==> src/rtl/regs_wr_arbiter.sv <==
// regs_wr_arbiter
//   Round-robin arbiter that shares the single write port of the 16x8
//   register bank between NUM_REQ writeback requesters (ALU, load unit,
//   I/O / context restore). Grants are combinational. An accepted write
//   appears on the reg_write_* port one cycle later. A saturating counter
//   records the cycles in which requesters had to contend for the port.
//
// Ports
//   clk            clock, all state on the rising edge
//   rst            asynchronous, active-high reset
//   req_valid      per-requester write request
//   req_addr       packed addresses, requester i at [i*AW +: AW]
//   req_data       packed data, requester i at [i*DW +: DW]
//   req_ready      grant, one-hot or zero (combinational)
//   wr_stall       blocks every grant in the current cycle
//   reg_write_en   registered write enable to the bank
//   reg_write_addr registered write address
//   reg_write_data registered write data
//   gnt_id         ID of the requester whose write is on the port
//   cnt_clr        synchronous clear of conflict_cnt (wins over increment)
//   conflict_cnt   saturating count of contention cycles

module regs_wr_arbiter #(
  parameter int NUM_REQ = 3,
  parameter int AW      = 4,
  parameter int DW      = 8,
  parameter int CNT_W   = 8
) (
  input  logic                  clk,
  input  logic                  rst,
  input  logic [NUM_REQ-1:0]    req_valid,
  input  logic [NUM_REQ*AW-1:0] req_addr,
  input  logic [NUM_REQ*DW-1:0] req_data,
  output logic [NUM_REQ-1:0]    req_ready,
  input  logic                  wr_stall,
  output logic                  reg_write_en,
  output logic [AW-1:0]         reg_write_addr,
  output logic [DW-1:0]         reg_write_data,
  output logic [1:0]            gnt_id,
  input  logic                  cnt_clr,
  output logic [CNT_W-1:0]      conflict_cnt
);

  logic [1:0]         rr_ptr;
  logic [NUM_REQ-1:0] grant;
  logic [1:0]         grant_id;
  logic               found;
  logic [2:0]         cand;
  logic               transfer;
  logic [1:0]         next_ptr;
  logic [AW-1:0]      sel_addr;
  logic [DW-1:0]      sel_data;
  logic [2:0]         n_valid;
  logic               contention;

  // Scan requesters starting at rr_ptr, wrapping modulo NUM_REQ. The
  // first valid one wins. Only valid, stall and pointer feed the grant,
  // so req_ready never depends on address or data.
  always_comb begin
    grant    = '0;
    grant_id = '0;
    found    = 1'b0;
    cand     = '0;
    if (!rst && !wr_stall) begin
      for (int j = 0; j < NUM_REQ; j++) begin
        cand = {1'b0, rr_ptr} + 3'(j);
        if (cand >= 3'(NUM_REQ)) begin
          cand = cand - 3'(NUM_REQ);
        end
        for (int i = 0; i < NUM_REQ; i++) begin
          if (!found && (cand == 3'(i)) && req_valid[i]) begin
            grant[i] = 1'b1;
            grant_id = 2'(i);
            found    = 1'b1;
          end
        end
      end
    end
  end

  assign req_ready = grant;
  assign transfer  = |grant;

  // Pointer moves to the requester after the one just served.
  always_comb begin
    if (grant_id == 2'(NUM_REQ - 1)) begin
      next_ptr = '0;
    end else begin
      next_ptr = grant_id + 2'd1;
    end
  end

  always_comb begin
    sel_addr = '0;
    sel_data = '0;
    for (int i = 0; i < NUM_REQ; i++) begin
      if (grant[i]) begin
        sel_addr = req_addr[i*AW +: AW];
        sel_data = req_data[i*DW +: DW];
      end
    end
  end

  // Contention: two or more requesters asking while the port is open.
  always_comb begin
    n_valid = '0;
    for (int i = 0; i < NUM_REQ; i++) begin
      n_valid = n_valid + 3'(req_valid[i]);
    end
    contention = !wr_stall && (n_valid >= 3'd2);
  end

  always_ff @(posedge clk or posedge rst) begin
    if (rst) begin
      rr_ptr <= '0;
    end else if (transfer) begin
      rr_ptr <= next_ptr;
    end
  end

  // Address, data and ID hold their last value when idle; only the
  // enable drops, so the bank sees a clean one-cycle strobe per write.
  always_ff @(posedge clk or posedge rst) begin
    if (rst) begin
      reg_write_en   <= 1'b0;
      reg_write_addr <= '0;
      reg_write_data <= '0;
      gnt_id         <= '0;
    end else begin
      reg_write_en <= transfer;
      if (transfer) begin
        reg_write_addr <= sel_addr;
        reg_write_data <= sel_data;
        gnt_id         <= grant_id;
      end
    end
  end

  always_ff @(posedge clk or posedge rst) begin
    if (rst) begin
      conflict_cnt <= '0;
    end else if (cnt_clr) begin
      conflict_cnt <= '0;
    end else if (contention && (conflict_cnt != {CNT_W{1'b1}})) begin
      conflict_cnt <= conflict_cnt + 1'b1;
    end
  end

endmodule

==> config.mk <==
export PLATFORM = sky130hd
export DESIGN_NAME = regs_wr_arbiter
export DESIGN_NICKNAME = d
export VERILOG_FILES = /design/src/rtl/regs_wr_arbiter.sv
export SDC_FILE = /design/constraint.sdc
export NUM_CORES = 1
export LEC_CHECK = 0
export BUFFER_PORTS_ARGS = -buffer_cell sky130_fd_sc_hd__buf_2
export CORE_MARGIN = 4
export CORE_UTILIZATION = 49
export CTS_CLUSTER_DIAMETER = 100
export DETAILED_ROUTE_END_ITERATION = 8
export MAX_ROUTING_LAYER = met4
export PLACE_DENSITY = 0.84
export SLEW_MARGIN = 40
export SYNTH_ARGS = -nofsm -noshare
export SYNTH_HDL_FRONTEND = slang
export SYNTH_SLANG_ARGS = --single-unit
==> constraint.sdc <==
create_clock -name clk -period 5 [get_ports clk]
set_input_delay 0.5 -clock clk [delete_from_list [all_inputs] [get_ports clk]]
set_output_delay 0.5 -clock clk [all_outputs]
set_load 0.03 [all_outputs]
==> results.json <==
{
  "drc_errors": 0,
  "drv_slew": 0,
  "async_flop_share": 1.000,
  "core-area_mm2": 0.002758,
  "hold_viol": 0,
  "initial_core_util": 0.5163,
  "layout_common_cells": "buf_2 (69), dfrtp_1 (25), o21ai_0 (16), a221oi_1 (12), o2bb2ai_1 (12)",
  "p_leak_nw": 0.8674,
  "final.fill_count": 235,
  "fin_nets": 250,
  "clk-insertion-delay-late_ns": 0.32,
  "synthFlopType": "dfrtp_1",
  "grt_max_degree": 26,
  "diodes": 0,
  "drtIter0Drc": 81,
  "clkTransAtPathRegs_ns": 0.13,
  "portBuffers": 68,
  "dpl.cell_count": 228,
  "ctsResizeCount": 0,
  "synth_cells": 136,
  "area_growth_pct": 25.22,
  "first_global_vias": 1346,
  "totalWireLength_um": 3749,
  "pin_count": 69,
  "critPathArrivalTime_ns": 2.31,
  "synth_area_per_cell_um2": 10.47,
  "detail-route-antenna-nets": 0,
  "ctsHoldBuffers": 0,
  "gr-total-overflow": 0,
  "critPathKind": "register to output port",
  "endpoint_kind": "output port",
  "cts_tree": "built",
  "dieArea_mm2": 0.003832,
  "p_total_w": 0.0009374,
  "ys_types": 37,
  "ys_ff_latch": 25,
  "syn-num-nets": 183,
  "dieHeight_um": 61.91,
  "skew_ns": 0.001333,
  "drt_pass1_iterations": 4,
  "vdd.ir_drop.worst_mv": 0.3829,
  "cts-root-buf": "clkbuf_4",
  "fin_tns_setup_ns": 0,
  "synth_edf_count": 0,
  "layoutNonFillerInstCount": 233,
  "worst_pin_slew_ns": 0.6765,
  "grt_pass1_wl_um": 5982,
  "clock_sinks": 25,
  "seq_area_frac_synth": 0.4394,
  "min_period_ns": 2.806,
  "clockBufferDepth": 2,
  "syn_area_mm2": 0.001424,
  "layout_commonest_cell": "buf_2",
  "setup_viol": 0,
  "post-cts-setup-buffers": 0,
  "rsz0062_at_grt": "false",
  "finalCritPeriodShare": 0.5611,
  "antenna_found_initial": 0,
  "hold_class": "primary input to asynchronous set/reset pin",
  "synth_warnings": 0,
  "htree_levels": 1,
  "numCtsBuffers": 3,
  "max_freq_mhz": 356.4,
  "required_ns": 4.50,
  "maxCapViolCount": 0,
  "drive_gt1_frac": 0.4158,
  "viasPerCell": 5.983,
  "start_kind": "register",
  "row_count": 19,
  "routed-via-count": 1394,
  "p_per_area_mw_per_mm2": 525.7,
  "hpwl_um": 2910,
  "crit_fanout": 16,
  "status": "finished clean",
  "routabilityCongestion": 0.8483,
  "grt_usage": 0.2134,
  "dieWidth_um": 61.91,
  "wl_per_cell_um": 16.09,
  "slew_headroom": 0.5490
}
## synthesized netlist by cell type, types with 2 or more instances
library cell / number / share of area
o21ai_1: 3 / 0.011
or4_1: 3 / 0.016
a21o_1: 2 / 0.011
a21oi_1: 6 / 0.021
dfrtp_1: 25 / 0.44
buf_6: 4 / 0.032
a221oi_1: 12 / 0.074
nor2_1: 4 / 0.011
nand2_1: 4 / 0.011
or3_1: 3 / 0.013
buf_1: 2 / 0.0053
o21ai_0: 16 / 0.056
o31ai_1: 3 / 0.016
o2bb2ai_1: 12 / 0.074
inv_1: 8 / 0.021
nand3_1: 4 / 0.014
ha_1: 4 / 0.035
and2_2: 2 / 0.011
## per-layer routing
layer | share of wire | routed length [um] | GRT usage | vias to the layer above
li1 | - | - | - | 661
met1 | 0.40 | 1518 | 0.2794 | 672
met2 | 0.52 | 1964 | 0.3438 | 57
met3 | 0.061 | 228 | 0.02273 | 4
met4 | 0.010 | 38 | 0.07576 | 0
met5 | 0 | 0 | - | -
## registers in the layout (all words and copies together), names as in the netlist
name and cells:
rr_ptr 2, reg_write_addr 4, gnt_id 2, reg_write_data 8, reg_write_en 1, conflict_cnt 8
## per-stage QoR
stage,worst slack (ns),util,hold WS [ns],area [um2]
global placement,2.597,0.6343,0.4680,1749
CTS,2.183,0.6447,0.2382,1778
floorplan,2.663,-,0.4786,1424
detailed placement,2.549,0.6352,0.4685,1752
finish,2.194,0.6466,0.2175,1783
global route,1.992,0.6466,0.2530,1783
## worst paths after layout
kind / slack, ns / to / startpoint / cells after the start
max: 2.19 / req_ready[1] / rr_ptr[0] / 7
min in group clk: 0.43 / conflict_cnt[6] / cnt_clr / 2
max reg2reg: 2.63 / gnt_id[1] / rr_ptr[0] / 7
max in group asynchronous: 4.45 / conflict_cnt[5] / rst / 2
min: 0.22 / conflict_cnt[7] / rst / 2
min reg2reg: 0.50 / reg_write_data[0] / reg_write_data[0] / 1
## cells by family (layout without fill, tap and decap cells)
family          count (synthesis)  after routing  share of synthesized area
flops                          25             25                     0.4394
mux                             1              1                   0.007030
simple gates                   26             26                     0.1019
buf+inv                        17             83                    0.06678
compound gates                 62             62                     0.3436
fa+ha+maj                       4              4                    0.03515
xor+xnor                        1              1                   0.006152
## area by class of cell
class	count	area (um2)	share of cell area
Multi-Input combinational cell	94	705.7	0.3958
Sequential cell	25	625.6	0.3509
Timing Repair Buffer	70	352.8	0.1979
Tap cell	31	38.79	0.02175
Inverter	9	33.78	0.01895
Clock buffer	4	26.28	0.01474
## power by group
| group | leakage [nW] | total [W] | switching [W] | internal [W] |
|---|---|---|---|---|
| Sequential | 0.320 | 0.000309 | 0.0000400 | 0.000269 |
| Combinational | 0.533 | 0.000538 | 0.000342 | 0.000196 |
| Clock | 0.0150 | 0.0000900 | 0.0000588 | 0.0000312 |
| Total | 0.867 | 0.000937 | 0.000441 | 0.000497 |
## critical path: stages (launching register included)
cell     delay [ns]
dfrtp_1        0.39
inv_1          0.05
ha_1           0.34
nor2_1         0.09
o32ai_4        0.64
nand2_1        0.20
inv_1          0.08
buf_2          0.19
(Power assumes the default switching activity.)
